## src/rtl/control_pipeline.sv

```systemverilog
// Control-side pipeline registers (ID/EX, EX/MEM, MEM/WB) for a 5-stage MIPS-32 core,
// with load-use stall, taken-redirect flush and EX operand forwarding selects.
module control_pipeline (
  input  logic       clk,
  input  logic       reset,
  input  logic [1:0] WB_in,
  input  logic [1:0] MEM_in,
  input  logic [3:0] EX_in,
  input  logic       jump_in,
  input  logic       branch_in,
  input  logic [4:0] id_rs_in,
  input  logic [4:0] id_rt_in,
  input  logic [4:0] id_rd_in,
  input  logic       zero_in,
  output logic       ex_reg_dest_out,
  output logic [1:0] ex_ALU_Op_out,
  output logic       ex_ALU_src_out,
  output logic       mem_read_out,
  output logic       mem_write_out,
  output logic       wb_reg_write_out,
  output logic       wb_mem_to_reg_out,
  output logic [4:0] wb_write_reg_out,
  output logic [1:0] fwd_a_out,
  output logic [1:0] fwd_b_out,
  output logic       stall_out,
  output logic       flush_out
);

  // ID/EX
  logic [1:0] ex_wb;
  logic [1:0] ex_mem;
  logic [3:0] ex_ctl;
  logic       ex_jump;
  logic       ex_branch;
  logic [4:0] ex_rs;
  logic [4:0] ex_rt;
  logic [4:0] ex_rd;

  // EX/MEM
  logic [1:0] mem_wb;
  logic [1:0] mem_mem;
  logic [4:0] mem_write_reg;

  // MEM/WB
  logic [1:0] wb_wb;
  logic [4:0] wb_write_reg;

  logic [4:0] ex_write_reg;
  logic       bubble;

  assign ex_write_reg = ex_ctl[3] ? ex_rd : ex_rt;

  assign stall_out = ex_mem[1] && (ex_rt != '0) &&
                     ((ex_rt == id_rs_in) || (ex_rt == id_rt_in));
  assign flush_out = ex_jump && (ex_branch || zero_in);
  assign bubble    = reset || stall_out || flush_out;

  always_ff @(posedge clk) begin
    if (bubble) begin
      ex_wb     <= '0;
      ex_mem    <= '0;
      ex_ctl    <= '0;
      ex_jump   <= 1'b0;
      ex_branch <= 1'b0;
      ex_rs     <= '0;
      ex_rt     <= '0;
      ex_rd     <= '0;
    end else begin
      ex_wb     <= WB_in;
      ex_mem    <= MEM_in;
      ex_ctl    <= EX_in;
      ex_jump   <= jump_in;
      ex_branch <= branch_in;
      ex_rs     <= id_rs_in;
      ex_rt     <= id_rt_in;
      ex_rd     <= id_rd_in;
    end
  end

  // Downstream stages never stall; only reset clears them.
  always_ff @(posedge clk) begin
    if (reset) begin
      mem_wb        <= '0;
      mem_mem       <= '0;
      mem_write_reg <= '0;
      wb_wb         <= '0;
      wb_write_reg  <= '0;
    end else begin
      mem_wb        <= ex_wb;
      mem_mem       <= ex_mem;
      mem_write_reg <= ex_write_reg;
      wb_wb         <= mem_wb;
      wb_write_reg  <= mem_write_reg;
    end
  end

  logic mem_fwd_ok;
  logic wb_fwd_ok;

  assign mem_fwd_ok = mem_wb[1] && (mem_write_reg != '0);
  assign wb_fwd_ok  = wb_wb[1] && (wb_write_reg != '0);

  always_comb begin
    fwd_a_out = 2'b00;
    if (mem_fwd_ok && (mem_write_reg == ex_rs))
      fwd_a_out = 2'b10;
    else if (wb_fwd_ok && (wb_write_reg == ex_rs))
      fwd_a_out = 2'b01;
  end

  always_comb begin
    fwd_b_out = 2'b00;
    if (mem_fwd_ok && (mem_write_reg == ex_rt))
      fwd_b_out = 2'b10;
    else if (wb_fwd_ok && (wb_write_reg == ex_rt))
      fwd_b_out = 2'b01;
  end

  assign ex_reg_dest_out   = ex_ctl[3];
  assign ex_ALU_Op_out     = ex_ctl[2:1];
  assign ex_ALU_src_out    = ex_ctl[0];
  assign mem_read_out      = mem_mem[1];
  assign mem_write_out     = mem_mem[0];
  assign wb_reg_write_out  = wb_wb[1];
  assign wb_mem_to_reg_out = wb_wb[0];
  assign wb_write_reg_out  = wb_write_reg;

endmodule

```

## config.mk

```make
export PLATFORM = sky130hd
export DESIGN_NAME = control_pipeline
export DESIGN_NICKNAME = d
export VERILOG_FILES = /design/src/rtl/control_pipeline.sv
export SDC_FILE = /design/constraint.sdc
export NUM_CORES = 1
export LEC_CHECK = 0
export BUFFER_PORTS_ARGS = -buffer_cell sky130_fd_sc_hd__buf_2
export CORE_ASPECT_RATIO = 2
export CORE_MARGIN = 1.5
export CORE_UTILIZATION = 52
export DETAILED_ROUTE_END_ITERATION = 12
export PLACE_DENSITY = 0.81
export SLEW_MARGIN = 20
export SYNTH_ARGS = -nofsm -noshare
export SYNTH_HDL_FRONTEND = slang
export SYNTH_SLANG_ARGS = --single-unit
```

## constraint.sdc

```tcl
create_clock -name clk -period 2.13 [get_ports clk]
set_input_delay 0.213 -clock clk [delete_from_list [all_inputs] [get_ports clk]]
set_output_delay 0.213 -clock clk [all_outputs]
set_load 0.05 [all_outputs]
```

==> qor.yml <==
ys_ff_latch: 41
antenna_found_initial: 0
power.internal_mw: 1.27
yosysWarningCount: 0
place_congestion: 0.893
required_ps: 1920
track_usage_pct: 22.5
hold_slack_ps: 169
nets: 253
grt-ovfl-total: 0
num_vias: 1435
synth-seq-area-share_pct: 44.1
skew_ps: 5.01
path_delay_family: "simple AND/OR/NAND/NOR gates"
hold_violations: 0
critPathLaunchType: "register"
finalWirelength_um: 4050
hold_start: "branch_in"
grt_pass1_wl_um: 6400
max-vdd-ir-drop_uv: 547
crit_path_cell_trace: "or4_4 -> o21ai_4 -> nor4_4 -> nor4_4 -> buf_6"
die_y_um: 87.7
status: "completed"
finalCritPeriodShare_pct: 99.0
synth_area_leaders: "dfxtp_1 44%, nand3b_1 10%, a21oi_2 9.4%"
leakagePower_nw: 0.983
pin_count: 47
slowest_stage: "or4_4"
synthCells: 181
drtIter0Drc: 16
reg2regPathDepth: 4
min_to: "ex_branch"
rsz0062_at_grt: "true"
drv_cap: 0
finalMaxSlewViolations: 0
post-route-min-period_ps: 2110
slew_headroom_pct: 60.1
tightest_slew_ps: 598
setup_ws_ps: 20.9
synth_top_area_share_pct: 44.1
fillers: 284
core_mm2: 0.00342
p_seq_share_pct: 48.8
cp.arrival_ps: 1900
synth_top_area_cell: "dfxtp_1"
grt_max_degree: 42
synth_nets: 209
cts_made_buffers: 5
n_antenna_cell: 0
utilization_pct: 67.9
synth_cell_types: 24
hold_class: "primary input to register"
cts_root_buffer: "clkbuf_8"
critPathBufInv: 1
endpoint_kind: "primary output"
final_cell_area_mm2: 0.00232
postPlaceCellArea_mm2: 0.00216
hold_buffers: 0
area.growth.synth_to_final_pct: 24.6
cts_tree: "yes"
htree_levels: 2
critPathMaxStageDelay_ps: 540
cts_buffer_depth: 2
post-route-drc-count: 0
critPathMaxFanout: 2
cpMostUsedCell: "nor4_4"
r2r-start: "ex_rt[2]"
num_rows: 30
clkSinkCount: 41
synth_area_per_cell_um2: 10.3
crit_type: "register to primary output"
powerDensity_mw_per_mm2: 747
via_per_inst: 5.24
p_clk_share_pct: 34.3
initial_utilization_pct: 54.5
grt_pass1_vias: 1465
dp_hpwl_um: 2930
layout-drive-gt1-share_pct: 44.7
dp_worst_setup_slack_ps: 142
wl_per_cell_um: 14.8
swShare_pct: 26.5
clk_transition_reported_paths_ps: 70
clock.fmax_mhz: 474
antenna_left: 0
setup_violations: 0
dieArea_mm2: 0.00397
r2r-end: "ex_rd[3]"
startpoint: "mem_write_reg[1]"
port_buffers: 46
syn_area_mm2: 0.00186
power.share.combinational_pct: 16.9
worstSkewPairLatency_ps: 290
ff2ff_setup_slack_ps: 480
p_switching_mw: 0.460
hold_depth: 3
die_w_um: 45.3
dr.pass1.iters: 4
==> layout by cell type (no fill, tap or decap), types with 2 or more instances in the layout <==
cell type and instances:
nor2b_1 11, a21oi_1 5, dfxtp_1 30, or4_4 3, nand3_1 4, buf_2 44
mux2i_1 5, buf_6 2, nor4_4 4, nand3b_1 25, dfxtp_4 4, nand2_1 2
nor2_1 5, or4_1 2, a21oi_2 20, buf_4 8, clkbuf_8 5, xor2_1 14
xnor2_1 16, dfxtp_2 7
==> timing repair <==
action | CTS | global route
resized for setup | 12 | 2
buffers inserted | 2 | 0
pin swaps | 6 | 1
setup endpoints to repair | 2 | 2
==> worst max-delay path by stage <==
stage / end / slack [ps] / cells after the start
floorplan: fwd_a_out[0] / 1 / 4
global placement: fwd_a_out[0] / 190 / 5
detailed placement: fwd_a_out[0] / 140 / 5
CTS: fwd_a_out[0] / 0.8 / 5
global route: fwd_a_out[0] / -30 / 5
finish: fwd_a_out[0] / 20 / 5
==> area by class of cell <==
class                   count  area (um^2)  area share, %
inverters                   1         3.75          0.162
flip-flops and latches     41          845           36.4
repair buffers             54          303           13.0
well taps                  48         60.1           2.59
multi-input cells         122         1000           43.2
clock buffers               6         72.6           3.13
clock inverters             2         35.0           1.51
==> cell families (layout without fill, tap and decap cells) <==
logic type,after synthesis,after routing,share of synthesized area (%)
simple gates,57,57,19.9
mux,5,5,2.69
xor+xnor,30,30,14.1
compound gates,30,30,12.6
buf+inv,18,63,6.58
flops,41,41,44.1
==> power by group through the flow <==
| stage | Sequential (mW) | Combinational (mW) | Clock, mW |
|---|---|---|---|
| global placement | 0.864 | 0.281 | 0 |
| finish | 0.846 | 0.293 | 0.594 |
| floorplan | 0.880 | 0.204 | 0 |
| detailed placement | 0.865 | 0.287 | 0 |
| global route | 0.851 | 0.315 | 0.636 |
| CTS | 0.846 | 0.296 | 0.606 |
==> metrics by stage <==
step / power, mW / setup TNS [ps] / std cells
finish: 1.73 / 0 / 274
global route: 1.80 / -31.0 / 274
CTS: 1.75 / 0 / 274
detailed placement: 1.15 / 0 / 264
global placement: 1.14 / 0 / 264
floorplan: 1.08 / 0 / 181
==> routing by layer <==
| metal | GRT usage [%] | wire length (um) | share of wire, % |
|---|---|---|---|
| met5 | 0 | 0 | 0 |
| met4 | 13.1 | 143 | 3.5 |
| met3 | 3.71 | 126 | 3.1 |
| met2 | 41.6 | 2380 | 59 |
| met1 | 22.0 | 1400 | 35 |
==> tightest hold or removal path: stages <==
cell      delay (ps)
buf_2            100
nand3b_1          60
a21oi_1           40
==> cells in the mapped netlist, drive strengths merged <==
library cell and number:
xor2 14, inv 1, xnor2 16, o22ai 1, nand3b 25, o21a 1, clkbuf 9, o21ai 3
nor2b 11, and2 1, nand3 4, dfxtp 41, nor4 4, mux2i 5, nor2 5, a21oi 25
or4 5, nand2 2, buf 8
Note: power is estimated with default switching activity, not from simulation.
